`src/rtl/sync_fifo.sv`:
```
// rtl/sync_fifo.sv - single-clock FIFO with configurable read pipeline and output skid buffer
module sync_fifo #(
  parameter int    DATA_WIDTH = 32,
  parameter int    DEPTH      = 16,
  parameter int    ADDR_WIDTH = 4,
  parameter int    OUTPUT_REG = 1,
  parameter int    AF_TH      = DEPTH - 2,
  parameter int    AE_TH      = 1,
  parameter string RAM_TYPE   = "block"
) (
  input  logic                  clk,
  input  logic                  rst_n,
  input  logic                  flush,
  input  logic                  wr_valid,
  output logic                  wr_ready,
  input  logic [DATA_WIDTH-1:0] wr_data,
  output logic                  rd_valid,
  input  logic                  rd_ready,
  output logic [DATA_WIDTH-1:0] rd_data,
  output logic [ADDR_WIDTH:0]   count,
  output logic                  almost_full,
  output logic                  almost_empty
);

  localparam int CW = ADDR_WIDTH + 1;
  localparam int L  = OUTPUT_REG;

  localparam logic [CW-1:0] DEPTH_C = CW'(DEPTH);
  localparam logic [CW-1:0] AF_C    = CW'(AF_TH);
  localparam logic [CW-1:0] AE_C    = CW'(AE_TH);

  // ---------------------------------------------------------------------------
  // Elaboration-time parameter checks
  // ---------------------------------------------------------------------------
  if (DEPTH < 2 || (DEPTH & (DEPTH - 1)) != 0) begin : g_chk_depth
    $error("sync_fifo: DEPTH must be a power of two and at least 2");
  end

  if (ADDR_WIDTH != $clog2(DEPTH)) begin : g_chk_addr
    $error("sync_fifo: ADDR_WIDTH must equal log2(DEPTH)");
  end

  if (OUTPUT_REG < 0 || OUTPUT_REG > 3) begin : g_chk_lat
    $error("sync_fifo: OUTPUT_REG must be in 0..3");
  end

  if (AF_TH < 1 || AF_TH > DEPTH) begin : g_chk_af
    $error("sync_fifo: AF_TH must be in 1..DEPTH");
  end

  if (AE_TH < 0 || AE_TH > DEPTH - 1) begin : g_chk_ae
    $error("sync_fifo: AE_TH must be in 0..DEPTH-1");
  end

  if (RAM_TYPE != "block" && RAM_TYPE != "distributed" &&
      RAM_TYPE != "register" && RAM_TYPE != "ultra") begin : g_chk_ram
    $error("sync_fifo: RAM_TYPE must be block, distributed, register or ultra");
  end

  // A block RAM cannot provide the combinational read that show-ahead needs.
  if (RAM_TYPE == "block" && OUTPUT_REG == 0) begin : g_warn_ram
    $warning("sync_fifo: block RAM with OUTPUT_REG=0 is built as distributed");
  end

  // ---------------------------------------------------------------------------
  // Storage, pointers and occupancy
  // ---------------------------------------------------------------------------
  (* ram_style = (RAM_TYPE == "block" && OUTPUT_REG == 0) ? "distributed" : RAM_TYPE *)
  logic [DATA_WIDTH-1:0] mem [DEPTH];

  logic [ADDR_WIDTH-1:0] wr_ptr_q, wr_ptr_d;
  logic [ADDR_WIDTH-1:0] rd_ptr_q, rd_ptr_d;
  logic [CW-1:0]         count_q,  count_d;

  logic wr_acc;   // word accepted from the producer this cycle
  logic rd_acc;   // head word taken by the consumer this cycle
  logic rd_adv;   // rd_ptr moves on (pop in show-ahead, issue otherwise)

  // wr_ready looks only at registered state so it never depends on wr_valid.
  assign wr_ready     = (count_q != DEPTH_C);
  assign wr_acc       = wr_valid & wr_ready & ~flush & rst_n;
  assign rd_acc       = rd_valid & rd_ready & ~flush;

  assign count        = count_q;
  assign almost_full  = (count_q >= AF_C);
  assign almost_empty = (count_q <= AE_C);

  // Write port; contents survive reset and flush.
  always_ff @(posedge clk) begin
    if (wr_acc) begin
      mem[wr_ptr_q] <= wr_data;
    end
  end

  // Next pointer and occupancy; flush wins over any same-cycle write or pop.
  always_comb begin
    wr_ptr_d = wr_ptr_q;
    rd_ptr_d = rd_ptr_q;
    count_d  = count_q;
    if (flush) begin
      wr_ptr_d = '0;
      rd_ptr_d = '0;
      count_d  = '0;
    end else begin
      if (wr_acc) begin
        wr_ptr_d = wr_ptr_q + 1'b1;
      end
      if (rd_adv) begin
        rd_ptr_d = rd_ptr_q + 1'b1;
      end
      case ({wr_acc, rd_acc})
        2'b10:   count_d = count_q + 1'b1;
        2'b01:   count_d = count_q - 1'b1;
        default: count_d = count_q;
      endcase
    end
  end

  // Pointer and occupancy registers.
  always_ff @(posedge clk or negedge rst_n) begin
    if (!rst_n) begin
      wr_ptr_q <= '0;
      rd_ptr_q <= '0;
      count_q  <= '0;
    end else begin
      wr_ptr_q <= wr_ptr_d;
      rd_ptr_q <= rd_ptr_d;
      count_q  <= count_d;
    end
  end

  // ---------------------------------------------------------------------------
  // Read side
  // ---------------------------------------------------------------------------
  if (L == 0) begin : g_show_ahead

    assign rd_valid = (count_q != '0);
    assign rd_data  = mem[rd_ptr_q];
    assign rd_adv   = rd_acc;

  end else begin : g_pipe

    logic [L-1:0]          pipe_vld_q, pipe_vld_d;
    logic [DATA_WIDTH-1:0] pipe_data_q [L];
    logic [DATA_WIDTH-1:0] pipe_data_d [L];

    // Skid holds L+1 words so every word already in flight has a slot when
    // the consumer stalls. Entry 0 is the head.
    logic [DATA_WIDTH-1:0] skid_data_q [L+1];
    logic [DATA_WIDTH-1:0] skid_data_d [L+1];
    logic [2:0]            skid_cnt_q, skid_cnt_d;
    logic [2:0]            skid_left;

    logic [2:0]    infl;       // words travelling through the read pipeline
    logic [3:0]    pend;       // in-flight plus skid, after this cycle's pop
    logic [CW-1:0] unissued;   // words still only in the RAM
    logic          issue;

    // Count the valid pipeline stages.
    always_comb begin
      infl = '0;
      for (int k = 0; k < L; k++) begin
        infl = infl + 3'(pipe_vld_q[k]);
      end
    end

    assign unissued = count_q - CW'(infl) - CW'(skid_cnt_q);
    assign pend     = {1'b0, infl} + {1'b0, skid_cnt_q} - 4'(rd_acc);
    assign issue    = (unissued != '0) && (pend < 4'(L + 1));
    assign rd_adv   = issue;

    assign rd_valid = (skid_cnt_q != '0);
    assign rd_data  = skid_data_q[0];

    // Advance the read pipeline and refill the skid buffer behind the head.
    always_comb begin
      pipe_vld_d  = pipe_vld_q;
      pipe_data_d = pipe_data_q;
      skid_data_d = skid_data_q;
      skid_left   = skid_cnt_q - 3'(rd_acc);

      pipe_vld_d[0] = issue;
      if (issue) begin
        pipe_data_d[0] = mem[rd_ptr_q];
      end
      for (int k = 1; k < L; k++) begin
        pipe_vld_d[k]  = pipe_vld_q[k-1];
        pipe_data_d[k] = pipe_data_q[k-1];
      end

      if (rd_acc) begin
        for (int i = 0; i < L; i++) begin
          skid_data_d[i] = skid_data_q[i+1];
        end
      end
      if (pipe_vld_q[L-1]) begin
        for (int i = 0; i <= L; i++) begin
          if (skid_left == 3'(i)) begin
            skid_data_d[i] = pipe_data_q[L-1];
          end
        end
      end
      skid_cnt_d = skid_left + 3'(pipe_vld_q[L-1]);

      if (flush) begin
        pipe_vld_d = '0;
        skid_cnt_d = '0;
      end
    end

    // Pipeline and skid registers.
    always_ff @(posedge clk or negedge rst_n) begin
      if (!rst_n) begin
        pipe_vld_q <= '0;
        skid_cnt_q <= '0;
        for (int k = 0; k < L; k++) begin
          pipe_data_q[k] <= '0;
        end
        for (int i = 0; i <= L; i++) begin
          skid_data_q[i] <= '0;
        end
      end else begin
        pipe_vld_q  <= pipe_vld_d;
        pipe_data_q <= pipe_data_d;
        skid_cnt_q  <= skid_cnt_d;
        skid_data_q <= skid_data_d;
      end
    end

  end

endmodule

```
`config.mk`:
```
export PLATFORM = sky130hd
export DESIGN_NAME = sync_fifo
export DESIGN_NICKNAME = d
export VERILOG_FILES = /design/src/rtl/sync_fifo.sv
export SDC_FILE = /design/constraint.sdc
export NUM_CORES = 1
export LEC_CHECK = 0
export ABC_AREA = 1
export CORE_UTILIZATION = 26
export DETAILED_ROUTE_END_ITERATION = 6
export GPL_ROUTABILITY_DRIVEN = 0
export PLACE_DENSITY = 0.39
export SYNTH_ARGS = -nofsm -noshare
export SYNTH_HDL_FRONTEND = slang
export SYNTH_SLANG_ARGS = --single-unit
```
`constraint.sdc`:
```
create_clock -name clk -period 8.2 [get_ports clk]
set_input_delay 2.05 -clock clk [delete_from_list [all_inputs] [get_ports clk]]
set_output_delay 2.05 -clock clk [all_outputs]
set_load 0.05 [all_outputs]
```
==> results of run 1 <==
-- area by class of cell --
class | count | share of cell area
clock inverters | 36 | 0.0138
flip-flops and latches | 625 | 0.601
multi-input cells | 1470 | 0.221
inverters | 72 | 0.00925
well taps | 1287 | 0.0532
repair buffers | 107 | 0.0333
clock buffers | 103 | 0.0685
-- worst max-delay path: stages --
cell,delay (ps)
clkdlybuf4s50_1,640
inv_2,180
nand3_2,100
buf_4,380
inv_2,370
ha_1,380
nor2_1,150
inv_1,90
fa_1,530
nand2_1,60
nor2_1,90
nand2_1,70
nor2_2,240
o21ai_4,320
inv_2,480
nand2_1,130
nand2_1,90
-- registers in the layout, summed over array words and instances, names as in the netlist --
register	flops
mem	512
g_pipe.skid_data_q	32
wr_ptr_q	4
g_pipe.pipe_data_q	32
g_pipe.pipe_vld_q	1
g_pipe.skid_cnt_q	3
count	5
rd_data	32
rd_ptr_q	4
-- cell usage after synthesis (all sizes together) --
| cell | count | area [um^2] |
|---|---|---|
| edfxtp | 512 | 15400 |
| nand2 | 457 | 1720 |
| nor2 | 451 | 1700 |
| o21ai | 264 | 1330 |
| nand3 | 217 | 1100 |
| dfrtp | 113 | 2830 |
| buf | 108 | 681 |
| inv | 71 | 267 |
| clkbuf | 58 | 219 |
| o22ai | 33 | 206 |
| ha | 22 | 275 |
| xor2 | 7 | 61.3 |
| nand4 | 5 | 31.3 |
| fa | 3 | 60.1 |
| xnor2 | 3 | 26.3 |
| a21oi | 2 | 10.0 |
| a211oi | 1 | 7.51 |
| and3 | 1 | 6.26 |
| clkinv | 1 | 3.75 |
| o211ai | 1 | 7.51 |
| o21a | 1 | 7.51 |
| o21bai | 1 | 7.51 |
| or2 | 1 | 6.26 |
-- through the flow --
stage | utilization | cells | setup WS [ps] | hold WS [ps] | instance area [um^2]
2_1_floorplan | - | 2333 | 3740 | 449 | 25900
3_3_place_gp | 0.282 | 3561 | 1810 | 467 | 27800
3_5_place_dp | 0.282 | 3561 | 1650 | 466 | 27800
4_1_cts | 0.307 | 3700 | 2280 | 481 | 30300
5_1_grt | 0.307 | 3700 | 1890 | 503 | 30300
6_report | 0.307 | 3700 | 2330 | 478 | 30300
-- final timing paths --
path / start / end / cells after the start
worst min-delay path: g_pipe.pipe_data_q[16] / g_pipe.pipe_data_q[16] / 2
max in group asynchronous: rst_n / g_pipe.pipe_data_q[19] / 2
worst max register to register: g_pipe.skid_cnt_q[1] / g_pipe.pipe_data_q[25] / 17
min in group asynchronous: rst_n / rd_data[27] / 1
worst max-delay path: flush / g_pipe.pipe_data_q[25] / 17
worst min register to register: g_pipe.pipe_data_q[16] / g_pipe.pipe_data_q[16] / 2
-- routing by layer --
layer | GRT usage | vias to the layer above
li1 | - | 8009
met2 | 0.234 | 268
met5 | 0 | -
met3 | 0.0273 | 79
met1 | 0.195 | 8210
met4 | 0.0350 | 4
-- logic make-up (layout without fill, tap and decap cells) --
group	count (synthesis)	count (layout)	synth area share
buf+inv	238	318	0.0451
compound gates	303	303	0.0606
flops	625	625	0.702
simple gates	1132	1132	0.176
xor+xnor	10	10	0.00338
fa+ha+maj	25	25	0.0129
-- where the power goes --
| part | switching [W] | internal, W |
|---|---|---|
| Clock | 0.00130 | 0.00206 |
| Sequential | 0.000188 | 0.00374 |
| Combinational | 0.00216 | 0.000876 |
| Total | 0.00365 | 0.00667 |
==> reports/metrics.csv, run 1 <==
stage;metric;value;unit
sta;final setup violation count;0;
logic_synthesis;Syn Area/Cell;11.1;um^2
sta;Tcrit/Tclk final;0.716;
run;maxcap violations;0;
logic_synthesis;sequential-to-total area share from yosys stat;0.702;
sta;final hold viol count;0;
clock_tree;CTS tree;done;
final_layout;commonest non-fill, non-tap cell in the layout;edfxtp_1;
pwr;total power;0.0103;W
floorplan;Initial Util;0.263;
logic_synthesis;Mapped Area;25900;um^2
clock_tree;root buffer cell;clkbuf_16;
clock_tree;Clock Latency Late Sink;620;ps
run_status;status;finished clean;
final_layout;multi-input logic area;6690;um^2
critical_path;WP data required;8730;ps
logic_synthesis;Yosys cell types;33;
logic_synthesis;Post-Synthesis Cells;2333;
pwr;PD cells;341;nW/um^2
clock_tree;CTS buffer count;76;
sta;Clock Skew;15.8;ps
critical_path;critical path class;in2reg;
sta;Slew HR;0.254;
clock_tree;Setup Fix Bufs, Post-CTS;0;
final_layout;share of cells above drive strength 1;0.0709;
route;DRC violations left;0;
final_layout;most frequent cells in the layout;512 x edfxtp_1, 455 x nand2_1, 434 x nor2_1;
clock_tree;Reg clk slew, reported paths;50;ps
placed_design;Buffers on Ports;77;
sta;Final min period;5870;ps
route;remaining antenna violation count;0;
sta;RSZ-0062 raised after global routing;no;
floorplan;Core Footprint;98600;um^2
clock_tree;# hold bufs at CTS;0;
route;WL met1;34100;um
clock_tree;CTS max path bufs;3;
sta;worst slew pin tran;1120;ps
critical_path;Arr. time, crit path;6400;ps
grt;initial antenna violation count;4;
floorplan;die height;318;um
clock_tree;H-tree levels;3;
route;uppermost layer routed;met5;
grt;GRT Overall Usage;0.143;
route;Routed met2 length;33800;um
route;DR vias;16570;
pwr;worst vdd ir;0.219;mV
final_layout;Sequential Area;18200;um^2
final_layout;Layout area overhead;16.9;%
sta;final-report max-slew violation count;0;
floorplan;die area;101000;um^2
worst_hold_path;hold crit path type;reg2reg;
route;drt wl/cell;19.5;um
sta;Max Freq;0.170;GHz
placed_design;Post-DP HPWL;37500;um
grt;pin count of the biggest net entering global routing;182;
route;Via density;4.48;
critical_path;flop-to-flop setup slack;3790;ps
logic_synthesis;Yosys warning count;0;
logic_synthesis;Syn Nets;2395;
critical_path;Critical Path End Type;flip-flop;
critical_path;CP startpoint kind;primary input;
route;initial drt markers;1203;
clock_tree;CTS Sinks;625;
grt;vias in the first global route;16664;
final_layout;diodes inserted;0;
route;final WL;72100;um
pwr;Pleak;11.2;nW
critical_path;critical path peak fanout;38;
floorplan;I/O pin cnt;78;
final_layout;nets;2414;
logic_synthesis;number of synthesized register bits;625;
route;met3 routed WL;3130;um
floorplan;Die W;318;um
clock_tree;CTS resizes;0;
grt;grt ovf;0;
grt;global-route wire length before repair;109000;um
route;Pre-antenna DRT Iters;6;
sta;setup_tns;0;ps
final_layout;Fillers;9918;
floorplan;Rows;115;
Power figures use the tool's default switching activity.
==> inputs of run 2 (changes only) <==
--- a/config.mk
+++ b/config.mk
@@ -9,7 +9,7 @@
 export CORE_UTILIZATION = 26
 export DETAILED_ROUTE_END_ITERATION = 6
 export GPL_ROUTABILITY_DRIVEN = 0
-export PLACE_DENSITY = 0.39
+export PLACE_DENSITY = 0.41
 export SYNTH_ARGS = -nofsm -noshare
 export SYNTH_HDL_FRONTEND = slang
 export SYNTH_SLANG_ARGS = --single-unit
==> constraint.sdc (replaced) <==
create_clock -name clk -period 4.8 [get_ports clk]
set_input_delay 1.2 -clock clk [delete_from_list [all_inputs] [get_ports clk]]
set_output_delay 1.2 -clock clk [all_outputs]
set_load 0.05 [all_outputs]
==> run 2 against run 1 <==
  * Count of clock-buffer cells in the layout decreased by 3
  * Non-clock buffer count rose by 22
  * Sequential cell count is the same
  * Critical path depth shrank 12
  * Hold slack worse by 0.63 ps
==> reports/metrics.csv, run 2 (synthesis gave the netlist of run 1 again) <==
stage;metric;value;unit
pwr;PD cells;569;nW/um^2
final_layout;fin area;30400;um^2
sta;final setup violation count;0;
clock_tree;CTS Sinks;625;
sta;Slew HR;0.275;
sta;Final min period;3800;ps
final_layout;diodes inserted;0;
sta;setup_tns;0;ps
sta;Max Freq;0.263;GHz
placed_design;Placed Cells;3583;
clock_tree;CTS resizes;0;
run;maxcap violations;0;
sta;worst setup margin;1000;ps
pwr;worst vdd ir;0.611;mV
clock_tree;# hold bufs at CTS;0;
clock_tree;Reg clk slew, reported paths;60;ps
worst_hold_path;hold crit path type;reg2reg;
floorplan;Core Footprint;98600;um^2
final_layout;Finished Layout Cells;3710;
placed_design;Post-DP HPWL;39200;um
critical_path;r2r worst-path depth;18;
final_layout;number of flip-flops in the largest register;512;
critical_path;capturing point of the worst reg2reg path;g_pipe.pipe_data_q[8];
sta;Min Hold Slack;477;ps
final_layout;largest reg by FF count;mem;
sta;final hold viol count;0;
critical_path;CP startpoint kind;flip-flop;
grt;pin count of the biggest net entering global routing;143;
critical_path;critical path peak fanout;10;
placed_design;Buffers on Ports;77;
critical_path;WP data required;3600;ps
critical_path;CP startpoint;count[1];
clock_tree;CTS buffer count;73;
pwr;Pleak;11.2;nW
sta;RSZ-0062 raised after global routing;no;
grt;vias in the first global route;16740;
critical_path;RR Startpoint;g_pipe.skid_cnt_q[1];
grt;grt ovf;0;
clock_tree;CTS max path bufs;3;
clock_tree;Setup Fix Bufs, Post-CTS;0;
route;remaining antenna violation count;0;
final_layout;share of cells above drive strength 1;0.0768;
floorplan;die height;318;um
clock_tree;CTS tree;done;
placed_design;DP Area;28100;um^2
sta;Tcrit/Tclk final;0.791;
route;DRC violations left;0;
sta;final-report max-slew violation count;0;
route;initial drt markers;1086;
critical_path;Critical Path End Type;primary output;
critical_path;Worst Setup EP;almost_empty;
route;final WL;72900;um
grt;global-route wire length before repair;110000;um
floorplan;Rows;115;
run_status;status;finished clean;
final_layout;commonest non-fill, non-tap cell in the layout;edfxtp_1;
clock_tree;H-tree levels;3;
floorplan;Initial Util;0.263;
route;drt wl/cell;19.6;um
critical_path;flop-to-flop setup slack;1530;ps
route;Via density;4.55;
floorplan;Die W;318;um
clock_tree;root buffer cell;clkbuf_16;
clock_tree;Clock Latency Late Sink;630;ps
grt;initial antenna violation count;3;
critical_path;critical path class;reg2out;
route;DR vias;16863;
route;Pre-antenna DRT Iters;5;
grt;GRT Overall Usage;0.145;
final_layout;nets;2433;
final_layout;Layout area overhead;17.2;%
final_layout;most frequent cells in the layout;512 x edfxtp_1, 455 x nand2_1, 434 x nor2_1;
critical_path;Arr. time, crit path;2600;ps
floorplan;die area;101000;um^2
sta;worst slew pin tran;1090;ps
sta;Clock Skew;29.5;ps
placed_design;dpl ws;504;ps
floorplan;I/O pin cnt;78;
## run 2: stage by stage
step | total power (W) | util
3_5_place_dp | 0.0121 | 0.285
5_1_grt | 0.0184 | 0.308
4_1_cts | 0.0176 | 0.308
2_1_floorplan | 0.0108 | -
6_report | 0.0173 | 0.308
3_3_place_gp | 0.0121 | 0.285
## run 2: critical path: stages, from the launching register on
cell and delay (ps):
dfrtp_1 510, inv_2 150, ha_1 150, nand2_1 50, a211oi_1 250, clkdlybuf4s50_1 850
## run 2: layer usage
| layer | wire length (um) | track usage |
|---|---|---|
| met5 | 13 | 0 |
| met4 | 1470 | 0.0344 |
| met3 | 2980 | 0.0242 |
| met2 | 33200 | 0.230 |
| met1 | 35200 | 0.205 |
## run 2: final cells by class
cell class / instances / area, um^2
Fill cell: 9902 / 68200
Sequential cell: 625 / 18200
Multi-Input combinational cell: 1470 / 6690
Clock buffer: 100 / 2060
Tap cell: 1287 / 1610
Timing Repair Buffer: 129 / 1310
Inverter: 72 / 283
Clock inverter: 27 / 214
## run 2: worst min-delay path by stage
stage | startpoint | end | slack [ps] | depth (start not counted)
global placement | g_pipe.skid_data_q[21] | g_pipe.skid_data_q[21] | 470 | 2
CTS | g_pipe.pipe_data_q[20] | g_pipe.pipe_data_q[20] | 480 | 2
global route | g_pipe.pipe_data_q[1] | g_pipe.pipe_data_q[1] | 490 | 2
floorplan | g_pipe.pipe_data_q[0] | g_pipe.pipe_data_q[0] | 450 | 2
detailed placement | g_pipe.pipe_data_q[20] | g_pipe.pipe_data_q[20] | 470 | 2
finish | g_pipe.pipe_data_q[20] | g_pipe.pipe_data_q[20] | 480 | 2
## run 2: power by group
group          internal [W]  leakage (nW)  switching [W]
sequential          0.00638          6.02       0.000320
clock               0.00312          1.12        0.00225
combinational       0.00154          4.06        0.00370
total                0.0110          11.2        0.00627
